### config.mk
export PLATFORM = sky130hd
export DESIGN_NAME = dmx_framer
export DESIGN_NICKNAME = d
export VERILOG_FILES = /design/src/rtl/dmx_framer.sv
export SDC_FILE = /design/constraint.sdc
export NUM_CORES = 1
export LEC_CHECK = 0
export CAP_MARGIN = 20
export CORE_MARGIN = 2
export CORE_UTILIZATION = 45
export CTS_CLUSTER_DIAMETER = 30
export DETAILED_ROUTE_END_ITERATION = 7
export PLACE_DENSITY = 0.78
export REMOVE_ABC_BUFFERS = 1
export SYNTH_ARGS = -nofsm -noshare
export SYNTH_HDL_FRONTEND = slang
export SYNTH_SLANG_ARGS = --single-unit
### constraint.sdc
create_clock -name CLK12 -period 2.7 [get_ports CLK12]
set_clock_uncertainty 0.1 [all_clocks]
set_input_delay 0.27 -clock CLK12 [delete_from_list [all_inputs] [get_ports CLK12]]
set_output_delay 0.27 -clock CLK12 [all_outputs]
set_load 0.02 [all_outputs]
### src/rtl/dmx_framer.sv
// DMX512 transmit framer: BREAK, MAB, start-code slot, N data slots (8N2) and MTBP on a mark/space line.
// Define DMX_FRAME_COUNTER_EN to build the completed-frame counter; otherwise frame_count is tied to zero.
module dmx_framer #(
  parameter int unsigned CLK_HZ     = 12_000_000,
  parameter int unsigned BAUD       = 250_000,
  parameter int unsigned NUM_SLOTS  = 512,
  parameter int unsigned BREAK_BITS = 25,
  parameter int unsigned MAB_BITS   = 3,
  parameter int unsigned MTBP_BITS  = 2,
  parameter logic [7:0]  START_CODE = 8'h00
) (
  input  logic        CLK12,
  input  logic        RESET_N,
  input  logic        enable,
  input  logic        one_shot,
  input  logic        start,
  input  logic [9:0]  num_slots,
  output logic [9:0]  slot_addr,
  input  logic [7:0]  slot_byte,
  output logic        dmx_data,
  output logic        busy,
  output logic        frame_done,
  output logic [15:0] frame_count
);

  localparam int unsigned DIV       = CLK_HZ / BAUD;
  localparam int unsigned CW        = (DIV > 1) ? $clog2(DIV) : 1;
  localparam int unsigned SLOT_BITS = 11;
  localparam int unsigned MAX_A     = (BREAK_BITS > SLOT_BITS) ? BREAK_BITS : SLOT_BITS;
  localparam int unsigned MAX_B     = (MAB_BITS > MTBP_BITS) ? MAB_BITS : MTBP_BITS;
  localparam int unsigned MAXB      = (MAX_A > MAX_B) ? MAX_A : MAX_B;
  localparam int unsigned BW        = $clog2(MAXB);

  localparam logic [CW-1:0] CNT_TOP  = CW'(DIV - 1);
  localparam logic [9:0]    SLOT_MAX = 10'(NUM_SLOTS);

  typedef enum logic [2:0] {
    S_WAIT,
    S_BREAK,
    S_MAB,
    S_SLOTS,
    S_MTBP
  } state_t;

  state_t          state_reg, state_next;
  logic [CW-1:0]   cnt_reg, cnt_next;
  logic [BW-1:0]   bit_reg, bit_next;
  logic [9:0]      slot_reg, slot_next;
  logic [9:0]      n_reg, n_next;
  logic [9:0]      addr_reg, addr_next;
  logic [10:0]     sh_reg, sh_next, sh_shift;
  logic            dmx_reg, dmx_next;
  logic            busy_reg, busy_next;
  logic            done_reg, done_next;
  logic            tick, last_bit, phase_end, last_slot, trigger;
  logic            load_start, load_data, frame_end, enter_break;

  assign tick      = (cnt_reg == '0);
  assign phase_end = tick && last_bit;
  assign last_slot = (slot_reg == n_reg);
  assign trigger   = enable && (one_shot ? start : 1'b1);

  always_comb begin
    last_bit = 1'b0;
    case (state_reg)
      S_BREAK: last_bit = (bit_reg == BW'(BREAK_BITS - 1));
      S_MAB:   last_bit = (bit_reg == BW'(MAB_BITS - 1));
      S_SLOTS: last_bit = (bit_reg == BW'(SLOT_BITS - 1));
      S_MTBP:  last_bit = (bit_reg == BW'(MTBP_BITS - 1));
      default: last_bit = 1'b0;
    endcase
  end

  // Line shifts LSB first; vacated positions fill with mark.
  for (genvar gi = 0; gi < 10; gi++) begin : g_shift
    assign sh_shift[gi] = sh_reg[gi+1];
  end
  assign sh_shift[10] = 1'b1;

  always_ff @(posedge CLK12 or negedge RESET_N) begin
    if (!RESET_N) begin
      state_reg <= S_WAIT;
    end else begin
      state_reg <= state_next;
    end
  end

  always_comb begin
    state_next = state_reg;
    case (state_reg)
      S_WAIT:  if (trigger) state_next = S_BREAK;
      S_BREAK: if (phase_end) state_next = S_MAB;
      S_MAB:   if (phase_end) state_next = S_SLOTS;
      S_SLOTS: if (phase_end && last_slot) state_next = S_MTBP;
      S_MTBP:  if (phase_end) state_next = (enable && !one_shot) ? S_BREAK : S_WAIT;
      default: state_next = S_WAIT;
    endcase
  end

  always_comb begin
    load_start  = (state_reg == S_MAB) && phase_end;
    load_data   = (state_reg == S_SLOTS) && phase_end && !last_slot;
    frame_end   = (state_reg == S_SLOTS) && phase_end && last_slot;
    enter_break = (state_next == S_BREAK) && (state_reg != S_BREAK);

    // Counter stays parked at the top in S_WAIT so the first BREAK bit is a full DIV clocks.
    if ((state_reg == S_WAIT) || tick) begin
      cnt_next = CNT_TOP;
    end else begin
      cnt_next = cnt_reg - 1'b1;
    end

    if ((state_reg == S_WAIT) || phase_end) begin
      bit_next = '0;
    end else if (tick) begin
      bit_next = bit_reg + 1'b1;
    end else begin
      bit_next = bit_reg;
    end

    if (load_start) begin
      sh_next = {2'b11, START_CODE, 1'b0};
    end else if (load_data) begin
      sh_next = {2'b11, slot_byte, 1'b0};
    end else if (tick && (state_reg == S_SLOTS)) begin
      sh_next = sh_shift;
    end else begin
      sh_next = sh_reg;
    end

    if (load_start) begin
      slot_next = '0;
    end else if (load_data) begin
      slot_next = slot_reg + 10'd1;
    end else begin
      slot_next = slot_reg;
    end

    // The start code does not consume an address, so slot k always reads address k.
    if (frame_end) begin
      addr_next = 10'd1;
    end else if (load_data) begin
      addr_next = addr_reg + 10'd1;
    end else begin
      addr_next = addr_reg;
    end

    if (enter_break) begin
      n_next = ((num_slots == '0) || (num_slots > SLOT_MAX)) ? SLOT_MAX : num_slots;
    end else begin
      n_next = n_reg;
    end

    if (state_next == S_SLOTS) begin
      dmx_next = sh_next[0];
    end else begin
      dmx_next = (state_next != S_BREAK);
    end

    busy_next = (state_next != S_WAIT);
    done_next = frame_end;
  end

  always_ff @(posedge CLK12 or negedge RESET_N) begin
    if (!RESET_N) begin
      cnt_reg  <= CNT_TOP;
      bit_reg  <= '0;
      slot_reg <= '0;
      n_reg    <= SLOT_MAX;
      addr_reg <= 10'd1;
      sh_reg   <= '1;
      dmx_reg  <= 1'b1;
      busy_reg <= 1'b0;
      done_reg <= 1'b0;
    end else begin
      cnt_reg  <= cnt_next;
      bit_reg  <= bit_next;
      slot_reg <= slot_next;
      n_reg    <= n_next;
      addr_reg <= addr_next;
      sh_reg   <= sh_next;
      dmx_reg  <= dmx_next;
      busy_reg <= busy_next;
      done_reg <= done_next;
    end
  end

  assign slot_addr  = addr_reg;
  assign dmx_data   = dmx_reg;
  assign busy       = busy_reg;
  assign frame_done = done_reg;

`ifdef DMX_FRAME_COUNTER_EN
  logic [15:0] fc_reg;

  always_ff @(posedge CLK12 or negedge RESET_N) begin
    if (!RESET_N) begin
      fc_reg <= 16'h0000;
    end else if (done_next) begin
      fc_reg <= fc_reg + 16'd1;
    end
  end

  assign frame_count = fc_reg;
`else
  assign frame_count = 16'h0000;
`endif

endmodule

## Word level (Yosys, flattened, before mapping)

Index checks and enable logic that the tools add are counted.
W data, S select, Z words.

- Logic and storage cells: 73
- Register bits: 58
- Output and inout bits: 29
- Bits of input ports: 23

- Equal/unequal tests: 13
- Multiplexer cells: 21
- $add $sub $neg: 4
- Reduce and logical (&&, ||, !) cells: 23
- Order comparisons: 1

Operator list:

| cell | count |
|---|---|
| $mux W10 | 5 |
| $mux W11 | 3 |
| $add A10 B1 Y10 const B | 2 |
| $mux W3 | 5 |
| $pmux W3 S5 | 1 |
| $eq A10 B10 Y1 | 1 |
| $gt A10 B10 Y1 const B | 1 |
| $logic_and A1 B1 Y1 | 10 |
| $logic_not A10 Y1 | 1 |
| $mux W5 | 2 |
| $eq A3 B2 Y1 const B | 3 |
| $eq A3 B1 Y1 const B | 2 |
| $logic_not A6 Y1 | 1 |
| $mux W6 | 1 |
| $ne A3 B1 Y1 const B | 2 |
| $reduce_bool A2 Y1 | 3 |
| $reduce_bool A3 Y1 | 2 |
| $sub A6 B1 Y6 const B | 1 |
| $add A5 B1 Y5 const B | 1 |
| $eq A5 B1 Y1 const B | 1 |
| $eq A5 B2 Y1 const B | 1 |
| $eq A5 B4 Y1 const B | 1 |
| $eq A5 B5 Y1 const B | 1 |
| $pmux W1 S4 | 1 |
| other kinds (5) | 10 |

## Depth between registers and ports, before layout

Gate-level depths: netlist (run 1).

- Depth in word-level cells: 8
- Gate-level depth with buffers: 10
- Depth with buffers taken out: 7

## Worst setup path after synthesis (run 1)

OpenSTA, ideal clock, no wires.

- Kind: reg2reg
- Start point: register state_reg[0]
- End point: register busy_reg (netlist: busy)
- Data arrival time: 2.172 ns
- Buffers on the path: 0
- Data required time: 2.461 ns
- Path slack: 0.289 ns
- Stages on the path, launching flop included: 7
- Clock period less this slack: 2.411 ns
- Cells stage by stage: dfrtp_1 > xor2_1 > or4b_1 > a2bb2oi_4 > a21oi_1 > a211o_1 > or4b_1

- Cells in the longest elaborated chain, start to end: 7
- Elaborated cells on any way between the ends: 15
- Classes of those cells: 4 x eq/ne; 7 x mux; 4 x reduce/logical

RTL lines:

| item | RTL line | text |
|---|---|---|
| start: declaration | 45 | `state_t state_reg, state_next;` |
| start signal: assignment | 84 | `state_reg <= state_next;` |
| $eq A3 B3 Y1 (tied with other cells) | 65, 90 |  |
| $pmux W1 S4 | 65 | `case (state_reg)` |
| $logic_and A1 B1 Y1 | 59 | `assign phase_end = tick && last_bit;` |
| $logic_and A1 B1 Y1 | 94 | `S_SLOTS: if (phase_end && last_slot) state_next = S_MTBP;` |
| $mux W3 | 94 |  |
| $pmux W3 S5 (*) | 90 | `case (state_reg)` |
| net state_next[0] | 45 |  |
| $reduce_bool A3 Y1 (*) | 160 | `busy_next = (state_next != S_WAIT);` |
| net busy_next | 53 | `logic busy_reg, busy_next;` |
| end signal: assignment | 183 | `busy_reg <= busy_next;` |
| end: declaration | 53 |  |

Mark *: on every way through the listed nets, which the timed path passes. The rest lies on a longest branch.
A chain may end at the register's enable or synchronous reset.

## Worst setup path after layout (run 1)

- Start point: register state_reg[1]
- End point: register slot_reg[7]

- Cells in the longest elaborated chain, start to end: 6
- Elaborated cells on any way between the ends: 11
- Classes of those cells: 4 x eq/ne; 2 x mux; 5 x reduce/logical

RTL lines:

| item | RTL line | text |
|---|---|---|
| $eq A3 B3 Y1 (tied with other cells) | 65 |  |
| $pmux W1 S4 | 65 |  |
| $logic_and A1 B1 Y1 | 59 |  |
| $logic_and A1 B1 Y1 (2 in a row) | 102 | `load_data = (state_reg == S_SLOTS) && phase_end && !last_slot;` |
| $reduce_bool A2 Y1 (no line) | -- |  |
| end signal: assignment | 178 | `slot_reg <= slot_next;` |
| end: declaration | 48 | `logic [9:0] slot_reg, slot_next;` |

Several ways; a longest one is shown, not always the timed one.

==> impl_metrics.env, run 1 <==
export IMPL_status="completed"
export IMPL_synth_compound_area_share_pct=13.59
export IMPL_areaGrowthSynthToFinish_pct=22.01
export IMPL_layout_cell_area_non_filler_um2=4023
export IMPL_whs_ps=311.2
export IMPL_crit_path_max_incr_delay_ps=440
export IMPL_end_kind="flop"
export IMPL_ys_ff_latch=58
export IMPL_drt_pre_antenna_iters=4
export IMPL_globalplace_congestion=0.8820
export IMPL_timing_hold_violations_final=0
export IMPL_mappedNetlistArea_um2=3297
export IMPL_r2r_worst_path_cells=7
export IMPL_post_synthesis_share_of_cell_area_spent_on_and_or_nand_and_nor_gates_pct=23.61
export IMPL_grt_pass1_wl_mm=11.14
export IMPL_synthesized_area_fraction_occupied_by_xor_and_xnor_cells_pct=7.704
export IMPL_core_rowCount=31
export IMPL_rsz0062_at_grt="true"
export IMPL_edff_count_synth=0
export IMPL_critical_path_slowest_cell="dfrtp_1"
export IMPL_grt_overflow_total=0
export IMPL_finish_cell_count_without_fillers=502
export IMPL_root_buffer="clkbuf_8"
export IMPL_power_static_leakage_nw=1.796
export IMPL_post_synth_mux_area_share_pct=0.9108
export IMPL_worstSkewPairLatency_ps=330
export IMPL_layout_filler_cells=637
export IMPL_detail_route_wl_per_cell_um=13.35
export IMPL_finalPower_mw=2.239
export IMPL_multiInputGateArea_um2=1643
export IMPL_count_of_synthesis_stage_warnings_from_yosys=0
export IMPL_start_kind="flop"
export IMPL_initialDrtViolationCount=183
export IMPL_number_of_input_and_output_port_buffers_inserted=35
export IMPL_layout_worst_path_cycle_share_pct=98.11
export IMPL_p_sw_mw=0.6244
export IMPL_critical_path_class="flop to flop"
export IMPL_place_area_um2=3791
export IMPL_detailroute_via_count=2625
export IMPL_dpl_hpwl_mm=4.978
export IMPL_post_synth_arst_share_pct=100.0
export IMPL_drive_above_1_share_pct=19.11
export IMPL_slew_violations=0
export IMPL_worstPathArrival_ps=2800
export IMPL_global_route_usage_met3_pct=3.291
export IMPL_power_density_cell_area_nw_per_um2=556.6
export IMPL_cap_violations=0
export IMPL_chipHeight_um=89.60
export IMPL_use_met2_pct=29.48
export IMPL_required_ps=2850
export IMPL_numClockSinks=58
export IMPL_die_area_um2=8027
export IMPL_worst_r2r_startpoint="state_reg[1]"
export IMPL_groute_usage_overall_pct=17.91
export IMPL_seq_power_share_pct=49.5
export IMPL_critPathLaunch="state_reg[1]"
export IMPL_ir_worst_vdd_uv=290.8
export IMPL_fmax_mhz=377.5
export IMPL_final_seq_area_um2=1476
export IMPL_num_nets_final=426
export IMPL_start_util_pct=45.95
export IMPL_tritoncts="yes"
export IMPL_cts_htree_levels=3
export IMPL_finish_utilization_pct=56.06
export IMPL_detail_route_wirelength_mm=6.703
export IMPL_antenna_diode_count=0
export IMPL_post_synthesis_area_per_instance_um2=9.584
export IMPL_grt_use_met1_pct=23.75
export IMPL_synth_adder_area_share_pct=1.898
export IMPL_netlist_cell_type_count=50
export IMPL_grt_start_max_net_pins=46
export IMPL_viasPerCell=5.229
export IMPL_largest_register_ffs=11
export IMPL_first_global_vias=2441
export IMPL_power_share_combinational_pct=17.7
export IMPL_post_route_drc_count=0
export IMPL_core_um2=7176
export IMPL_cts_buffers=9
export IMPL_die_x_um=89.60
export IMPL_main_combinational_cell_family_by_area_after_synthesis="simple AND/OR/NAND/NOR gates"
export IMPL_antenna_violations_before_repair=0
export IMPL_worst_path_max_fanout=7
export IMPL_clk_pin_slew_worst_paths_ps=70
export IMPL_crit_path_cell_trace="or3b_4, nor4b_4, a2bb2oi_4, nand3_1, buf_4, or3_1, a21oi_1"
export IMPL_switching_fraction_pct=27.89
export IMPL_seq_area_frac_synth_pct=44.74
export IMPL_grt_most_used_layer="met2"
export IMPL_timing_hold_worst_class="input port to asynchronous set/reset pin"
export IMPL_syn_instance_count=344
export IMPL_place_inst=483
export IMPL_drt_antenna_violating_nets=0
export IMPL_finalSetupViolations=0
export IMPL_power_clock_fraction_pct=32.7
export IMPL_synthFlopType="dfrtp_1"
export IMPL_post_route_min_period_ps=2649
export IMPL_power_report_internal_total_mw=1.614
export IMPL_clk_path_buf_depth=2
export IMPL_floorplan_io_pins=52
## cells in the mapped netlist, drive strengths merged, types with 8 or more instances
cell,instances,area share [%]
dfrtp,39,30
nor2,31,3.6
nand2,28,3.2
buf,26,5.2
a21oi,21,3.2
dfstp,19,15
o21ai,19,2.9
xor2,19,5.0
nand3,18,2.7
inv,15,1.7
xnor2,10,2.7
a2bb2oi,9,4.3
nand3b,9,2.0
nor3,9,1.4
nor4,9,2.1
and3,8,1.5
or3,8,1.5
## layout make-up
type	count	share of cell area (%)
flip-flops and latches	58	36.70
inverters	15	1.400
well taps	99	3.079
clock buffers	14	4.292
repair buffers	59	13.44
clock inverters	2	0.2488
multi-input cells	255	40.84
## worst paths after layout
check,to,slack [ps]
worst min-delay path,slot_reg[9],310
max in group asynchronous,sh_reg[5],1410
worst min register to register,cnt_reg[0],360
worst max register to register,slot_reg[7],50
worst max-delay path,slot_reg[7],50
min in group CLK12,cnt_reg[0],360
## kinds of logic after synthesis
group | after synthesis
other cells | 1
flops | 58
compound gates | 60
xor+xnor | 29
buf+inv | 46
simple gates | 142
fa+ha+maj | 5
mux | 3
## worst max-delay path, delay by kind of cell, from the launching register on
family	cells	cell delay, ps
and+or+nand+nor	4	1410
buffers and inverters	1	240
DFF	1	440
AOI/OAI and AO/OA	2	380
## layer usage
| metal | share of wire (%) | vias up |
|---|---|---|
| li1 | - | 1287 |
| met1 | 46 | 1259 |
| met2 | 49 | 73 |
| met3 | 4.2 | 6 |
| met4 | 0.76 | 0 |
| met5 | 0 | - |
## power by group through the flow
stage / sequential (mW) / clock [mW] / combinational, mW
after floorplan: 1.11 / 0 / 0.260
after global placement: 1.12 / 0 / 0.378
after detailed placement: 1.12 / 0 / 0.393
after CTS: 1.11 / 0.745 / 0.396
after global routing: 1.12 / 0.793 / 0.453
final: 1.11 / 0.733 / 0.397
## through the flow
stage	setup TNS (ps)	setup slack, ps
finish	0	51.07
global route	-87.57	-28.80
CTS	0	6.212
detailed placement	0	24.58
global placement	0	104.9
floorplan	-8500	-532.0
## cells in the final DEF, fill, tap and decap left out, drive strengths merged, types with 2 or more instances in the layout
master,synthesis,layout
nand3b,9,9
nor2b,2,2
inv,15,15
a2bb2oi,9,9
nand3,18,18
conb,1,16
nor3,9,9
dfstp,19,19
or3b,2,2
nor4,9,9
clkdlybuf4s50,0,34
or4b,2,2
and2,2,2
nand2b,2,2
or2,2,2
ha,5,5
dfrtp,39,39
buf,26,24
or4,3,3
a21oi,21,21
xnor2,10,10
nand4,3,3
o31ai,3,3
nor2,31,31
or3,8,8
mux2i,3,3
nand2,28,28
clkinv,0,2
and3,8,8
clkbuf,5,14
xor2,19,19
o21ai,19,19
## timing repair
item / 4_1_cts / 5_1_grt
setup buffers: 0 / 1
endpoints found under the hold margin: 0 / 16
gates resized for setup: 0 / 3
endpoints found under the setup margin: 0 / 13
hold buffers: 0 / 1
Note: power is estimated with default switching activity, not from simulation.
==> inputs of run 2 (changes only) <==
--- a/config.mk
+++ b/config.mk
@@ -12,6 +12,7 @@
 export DETAILED_ROUTE_END_ITERATION = 7
 export PLACE_DENSITY = 0.78
 export REMOVE_ABC_BUFFERS = 1
+export SETUP_SLACK_MARGIN = 0.1
 export SYNTH_ARGS = -nofsm -noshare
 export SYNTH_HDL_FRONTEND = slang
 export SYNTH_SLANG_ARGS = --single-unit
==> run 2 against run 1 <==
Effect of this change: register-to-register slack better by 95 ps; core utilization is 1.2 points higher; non-clock buffer count is 8 higher; wire length is 3.2% higher; clock power is 0.8% higher; flip-flop and latch count stayed put; global-route usage is 0.30 points higher; maximum frequency is 3.7% higher; cell count is 1.6% higher; die area stayed put; combinational power is 2% higher; cell area is 2.2% higher; critical endpoint is now busy.
==> impl_metrics.env, run 2 (same netlist as run 1, synthesis figures left out) <==
export IMPL_start_util_pct=45.95
export IMPL_grt_overflow_total=0
export IMPL_worstPathArrival_ps=2650
export IMPL_final_common_cell="dfrtp_1"
export IMPL_worst_r2r_startpoint="state_reg[1]"
export IMPL_viasPerCell=5.241
export IMPL_finalSetupViolations=0
export IMPL_detail_route_wirelength_mm=6.920
export IMPL_finalPower_mw=2.253
export IMPL_rsz0062_at_grt="true"
export IMPL_clk_path_buf_depth=2
export IMPL_grt_pass1_wl_mm=11.33
export IMPL_post_route_drc_count=0
export IMPL_core_rowCount=31
export IMPL_drt_antenna_violating_nets=0
export IMPL_largest_register_ffs=11
export IMPL_areaGrowthSynthToFinish_pct=24.71
export IMPL_timing_hold_violations_final=0
export IMPL_worstSkewPairLatency_ps=340
export IMPL_tritoncts="yes"
export IMPL_floorplan_io_pins=52
export IMPL_first_global_vias=2495
export IMPL_power_density_cell_area_nw_per_um2=547.9
export IMPL_end_kind="flop"
export IMPL_setup_total_negative_slack_ps=0
export IMPL_num_nets_final=434
export IMPL_antenna_diode_count=0
export IMPL_clk_pin_slew_worst_paths_ps=70
export IMPL_layout_worst_path_cycle_share_pct=94.57
export IMPL_root_buffer="clkbuf_8"
export IMPL_worst_path_max_fanout=4
export IMPL_status="completed"
export IMPL_critPathLaunch="state_reg[1]"
export IMPL_numClockSinks=58
export IMPL_setup_ws_ps=146.5
export IMPL_finish_cell_count_without_fillers=510
export IMPL_number_of_input_and_output_port_buffers_inserted=35
export IMPL_die_area_um2=8027
export IMPL_core_um2=7176
export IMPL_slew_violations=0
export IMPL_grt_start_max_net_pins=46
export IMPL_detailroute_via_count=2673
export IMPL_drt_pre_antenna_iters=4
export IMPL_antenna_violations_before_repair=0
export IMPL_power_static_leakage_nw=1.846
export IMPL_initialDrtViolationCount=170
export IMPL_layout_cell_area_non_filler_um2=4111
export IMPL_start_kind="flop"
export IMPL_critical_path_class="flop to flop"
export IMPL_cts_htree_levels=3
export IMPL_globalplace_congestion=0.8820
export IMPL_die_x_um=89.60
export IMPL_layout_common_cells="dfrtp_1, clkdlybuf4s50_1, nor2_1"
export IMPL_timing_hold_worst_class="input port to asynchronous set/reset pin"
export IMPL_finish_utilization_pct=57.30
export IMPL_groute_usage_overall_pct=18.21
export IMPL_detail_route_wl_per_cell_um=13.57
export IMPL_chipHeight_um=89.60
export IMPL_whs_ps=306.7
export IMPL_post_route_min_period_ps=2553
export IMPL_dp_slack_ps=24.58
export IMPL_place_inst=483
export IMPL_drive_above_1_share_pct=21.17
export IMPL_dpl_hpwl_mm=4.978
export IMPL_fmax_mhz=391.6
export IMPL_place_area_um2=3791
export IMPL_cap_violations=0
export IMPL_required_ps=2800
export IMPL_ir_worst_vdd_uv=295.8
export IMPL_cts_buffers=9
run 2: cell count changes in the layout (fill, tap and decap cells not counted):
cell       delta
buf_4         +7
o2bb2ai_2     -1
o32ai_4       +1
buf_2         +1
o2bb2ai_4     +1
nand2_1       -1
nand2_2       +1
nand3_2       +1
nand3_1       -1
o32ai_2       -1
run 2: power breakdown:
group / total (mW) / leakage [nW] / switching (mW) / internal, mW
sequential: 1.11 / 0.725 / 0.0859 / 1.02
clock: 0.739 / 0.0965 / 0.333 / 0.406
combinational: 0.404 / 1.02 / 0.216 / 0.188
total: 2.25 / 1.85 / 0.635 / 1.62
run 2: worst max-delay path, cell delays in order (launching register included):
cell,delay (ps)
dfrtp_1,420
or3b_4,440
nor4b_4,230
buf_4,170
a2bb2oi_4,190
a21oi_1,100
a211o_1,280
or4b_1,490
run 2: layer usage:
| layer | GRT usage (%) | vias up | wire [µm] |
|---|---|---|---|
| li1 | - | 1306 | - |
| met1 | 23.85 | 1281 | 3139 |
| met2 | 30.01 | 75 | 3367 |
| met3 | 3.382 | 11 | 297 |
| met4 | 6.920 | 0 | 116 |
| met5 | 0 | - | 0 |
run 2: worst paths after layout:
path / cells past startpoint / endpoint / slack [ps]
worst max-delay path: 7 / busy / 150
worst min-delay path: 2 / frame_done / 310
worst max register to register: 7 / busy / 150
worst min register to register: 1 / cnt_reg[0] / 360
max in group asynchronous: 4 / sh_reg[5] / 1410
min in group CLK12: 1 / cnt_reg[0] / 360
run 2: cell type report:
cell class / instances / area, µm²
Inverter: 15 / 56.30
Timing Repair Buffer: 67 / 598.1
Clock inverter: 2 / 10.01
Multi-Input combinational cell: 255 / 1674
Tap cell: 99 / 123.9
Fill cell: 622 / 3064
Clock buffer: 14 / 172.7
Sequential cell: 58 / 1476
run 2: repair_timing:
action | in CTS | in global routing
setup buffers | 5 | 3
pin swaps | 3 | 3
hold buffers | 0 | 1
gates resized for setup | 4 | 4
setup endpoints to repair | 6 | 19
hold endpoints to repair | 0 | 16
cloned | 0 | 1
==> inputs of run 3 (changes only) <==
--- a/config.mk
+++ b/config.mk
@@ -10,9 +10,10 @@
 export CORE_UTILIZATION = 45
 export CTS_CLUSTER_DIAMETER = 30
 export DETAILED_ROUTE_END_ITERATION = 7
-export PLACE_DENSITY = 0.78
+export PLACE_DENSITY = 0.77
 export REMOVE_ABC_BUFFERS = 1
 export SETUP_SLACK_MARGIN = 0.1
+export SKIP_LAST_GASP = 1
 export SYNTH_ARGS = -nofsm -noshare
 export SYNTH_HDL_FRONTEND = slang
 export SYNTH_SLANG_ARGS = --single-unit
==> run 3 against run 2 <==
Effect of this change: the flow now finishes with violations (negative hold slack); cell count is 0.20% higher; die area unchanged; critical path type unchanged; highest routed layer unchanged; wire length shrank 4.3%; sequential share of layout area grew 0.20 points; largest power group unchanged; core utilization is 0.23 points lower.
==> impl_metrics.env, run 3 (same netlist as run 1, synthesis figures left out) <==
export IMPL_rsz0062_at_grt="false"
export IMPL_finalSetupViolations=0
export IMPL_critical_path_slowest_cell="or4b_1"
export IMPL_drive_above_1_share_pct=21.84
export IMPL_slew_violations=0
export IMPL_worstSkewPairLatency_ps=330
export IMPL_tightestPinTransition_ps=956.9
export IMPL_crit_path_cell_trace="or3b_4, nor4b_4, buf_4, a2bb2oi_4, a21oi_1, a211o_1, or4b_1"
export IMPL_areaGrowthSynthToFinish_pct=24.21
export IMPL_cap_violations=0
export IMPL_layout_worst_path_cycle_share_pct=95.29
export IMPL_cts_buffers=9
export IMPL_antenna_violations_before_repair=0
export IMPL_detailroute_via_count=2648
export IMPL_worst_path_max_fanout=5
export IMPL_cts_hold_fix_buffers=0
export IMPL_power_static_leakage_nw=1.838
export IMPL_required_ps=2810
export IMPL_grt_start_max_net_pins=44
export IMPL_final_common_cell="dfrtp_1"
export IMPL_final_seq_area_um2=1479
export IMPL_detail_route_wl_per_cell_um=12.96
export IMPL_layout_common_cells="dfrtp_1, clkdlybuf4s50_1, buf_4"
export IMPL_core_um2=7176
export IMPL_num_nets_final=435
export IMPL_detail_route_wirelength_mm=6.622
export IMPL_grt_pass1_wl_mm=10.65
export IMPL_status="finished, violations left"
export IMPL_crit_path_max_incr_delay_ps=470
export IMPL_place_inst=484
export IMPL_floorplan_io_pins=52
export IMPL_numClockSinks=58
export IMPL_end_kind="flop"
export IMPL_timing_hold_worst_class="input port to asynchronous set/reset pin"
export IMPL_worstPathBufferInverterCount=1
export IMPL_finalPower_mw=2.240
export IMPL_grt_overflow_total=0
export IMPL_r2r_worst_path_cells=7
export IMPL_fmax_mhz=388.7
export IMPL_largest_register_ffs=11
export IMPL_post_route_min_period_ps=2573
export IMPL_failing_checks="negative hold slack"
export IMPL_start_util_pct=45.95
export IMPL_clk_pin_slew_worst_paths_ps=70
export IMPL_drt_pre_antenna_iters=4
export IMPL_whs_ps=-10.88
export IMPL_dpl_hpwl_mm=4.665
export IMPL_globalplace_congestion=0.8396
export IMPL_die_area_um2=8027
export IMPL_viasPerCell=5.182
export IMPL_ir_worst_vdd_uv=179.7
export IMPL_worst_r2r_startpoint="state_reg[0]"
export IMPL_worstPathArrival_ps=2680
export IMPL_first_global_vias=2334
export IMPL_critical_path_class="flop to flop"
export IMPL_tritoncts="yes"
export IMPL_core_rowCount=31
export IMPL_dp_slack_ps=97.17
export IMPL_timing_hold_violations_final=15
export IMPL_finish_cell_count_without_fillers=511
export IMPL_setup_ws_ps=127.2
export IMPL_setup_total_negative_slack_ps=0
export IMPL_layout_filler_cells=641
export IMPL_antenna_diode_count=0
export IMPL_post_route_drc_count=0
export IMPL_clk_path_buf_depth=2
export IMPL_cts_htree_levels=3
export IMPL_multiInputGateArea_um2=1660
export IMPL_worst_reg_to_reg_setup_slack_ps=130
export IMPL_drt_antenna_violating_nets=0
export IMPL_max_slew_margin_pct=36.21
export IMPL_root_buffer="clkbuf_8"
export IMPL_start_kind="flop"
export IMPL_cp_top_family="simple AND/OR/NAND/NOR gates"
export IMPL_worst_r2r_endpoint="busy"
export IMPL_initialDrtViolationCount=157
export IMPL_groute_usage_overall_pct=17.19
export IMPL_power_density_cell_area_nw_per_um2=546.9
export IMPL_die_x_um=89.60
export IMPL_number_of_input_and_output_port_buffers_inserted=35
export IMPL_chipHeight_um=89.60
-- run 3: how the worst max path moves through the flow --
stage	startpoint	end	slack (ps)	cells past startpoint
floorplan	state_reg[2]	busy	-530	6
global placement	state_reg[2]	busy	140	7
detailed placement	state_reg[2]	busy	100	7
CTS	state_reg[0]	busy	110	6
global route	state_reg[0]	busy	50	7
finish	state_reg[0]	busy	130	7
-- run 3: stage by stage --
| step | area, µm² | hold slack (ps) | util, % |
|---|---|---|---|
| 2_1_floorplan | 3164 | -125.6 | - |
| 3_3_place_gp | 3799 | 338.5 | 52.94 |
| 3_5_place_dp | 3799 | 343.2 | 52.94 |
| 4_1_cts | 4020 | 11.15 | 56.02 |
| 5_1_grt | 4095 | 60.60 | 57.07 |
| 6_report | 4095 | -10.88 | 57.07 |
-- run 3: cell type report --
cell class,count,area share [%]
clock inverters,2,0.2444
flip-flops and latches,58,36.11
repair buffers,68,14.48
clock buffers,14,4.216
multi-input cells,255,40.54
inverters,15,1.375
well taps,99,3.025
-- run 3: power breakdown --
part           internal [mW]  switching (mW)  total (mW)
combinational          0.186           0.212       0.398
sequential              1.02          0.0870        1.11
clock                  0.406           0.324       0.730
total                   1.62           0.623        2.24
-- run 3: timing repair --
action / CTS / global route
hold endpoints to repair: 0 / 0
setup buffers: 4 / 7
endpoints found under the setup margin: 3 / 17
pin swaps: 1 / 7
gates resized for setup: 3 / 4
-- run 3: per-layer routing --
layer / vias up / global-route usage, % / share of wire (%) / routed length (µm)
li1: 1309 / - / - / -
met1: 1262 / 23.87 / 49 / 3221
met2: 67 / 26.47 / 46 / 3071
met3: 10 / 3.565 / 4.0 / 267
met4: 0 / 6.513 / 0.94 / 62
met5: - / 0 / 0 / 0
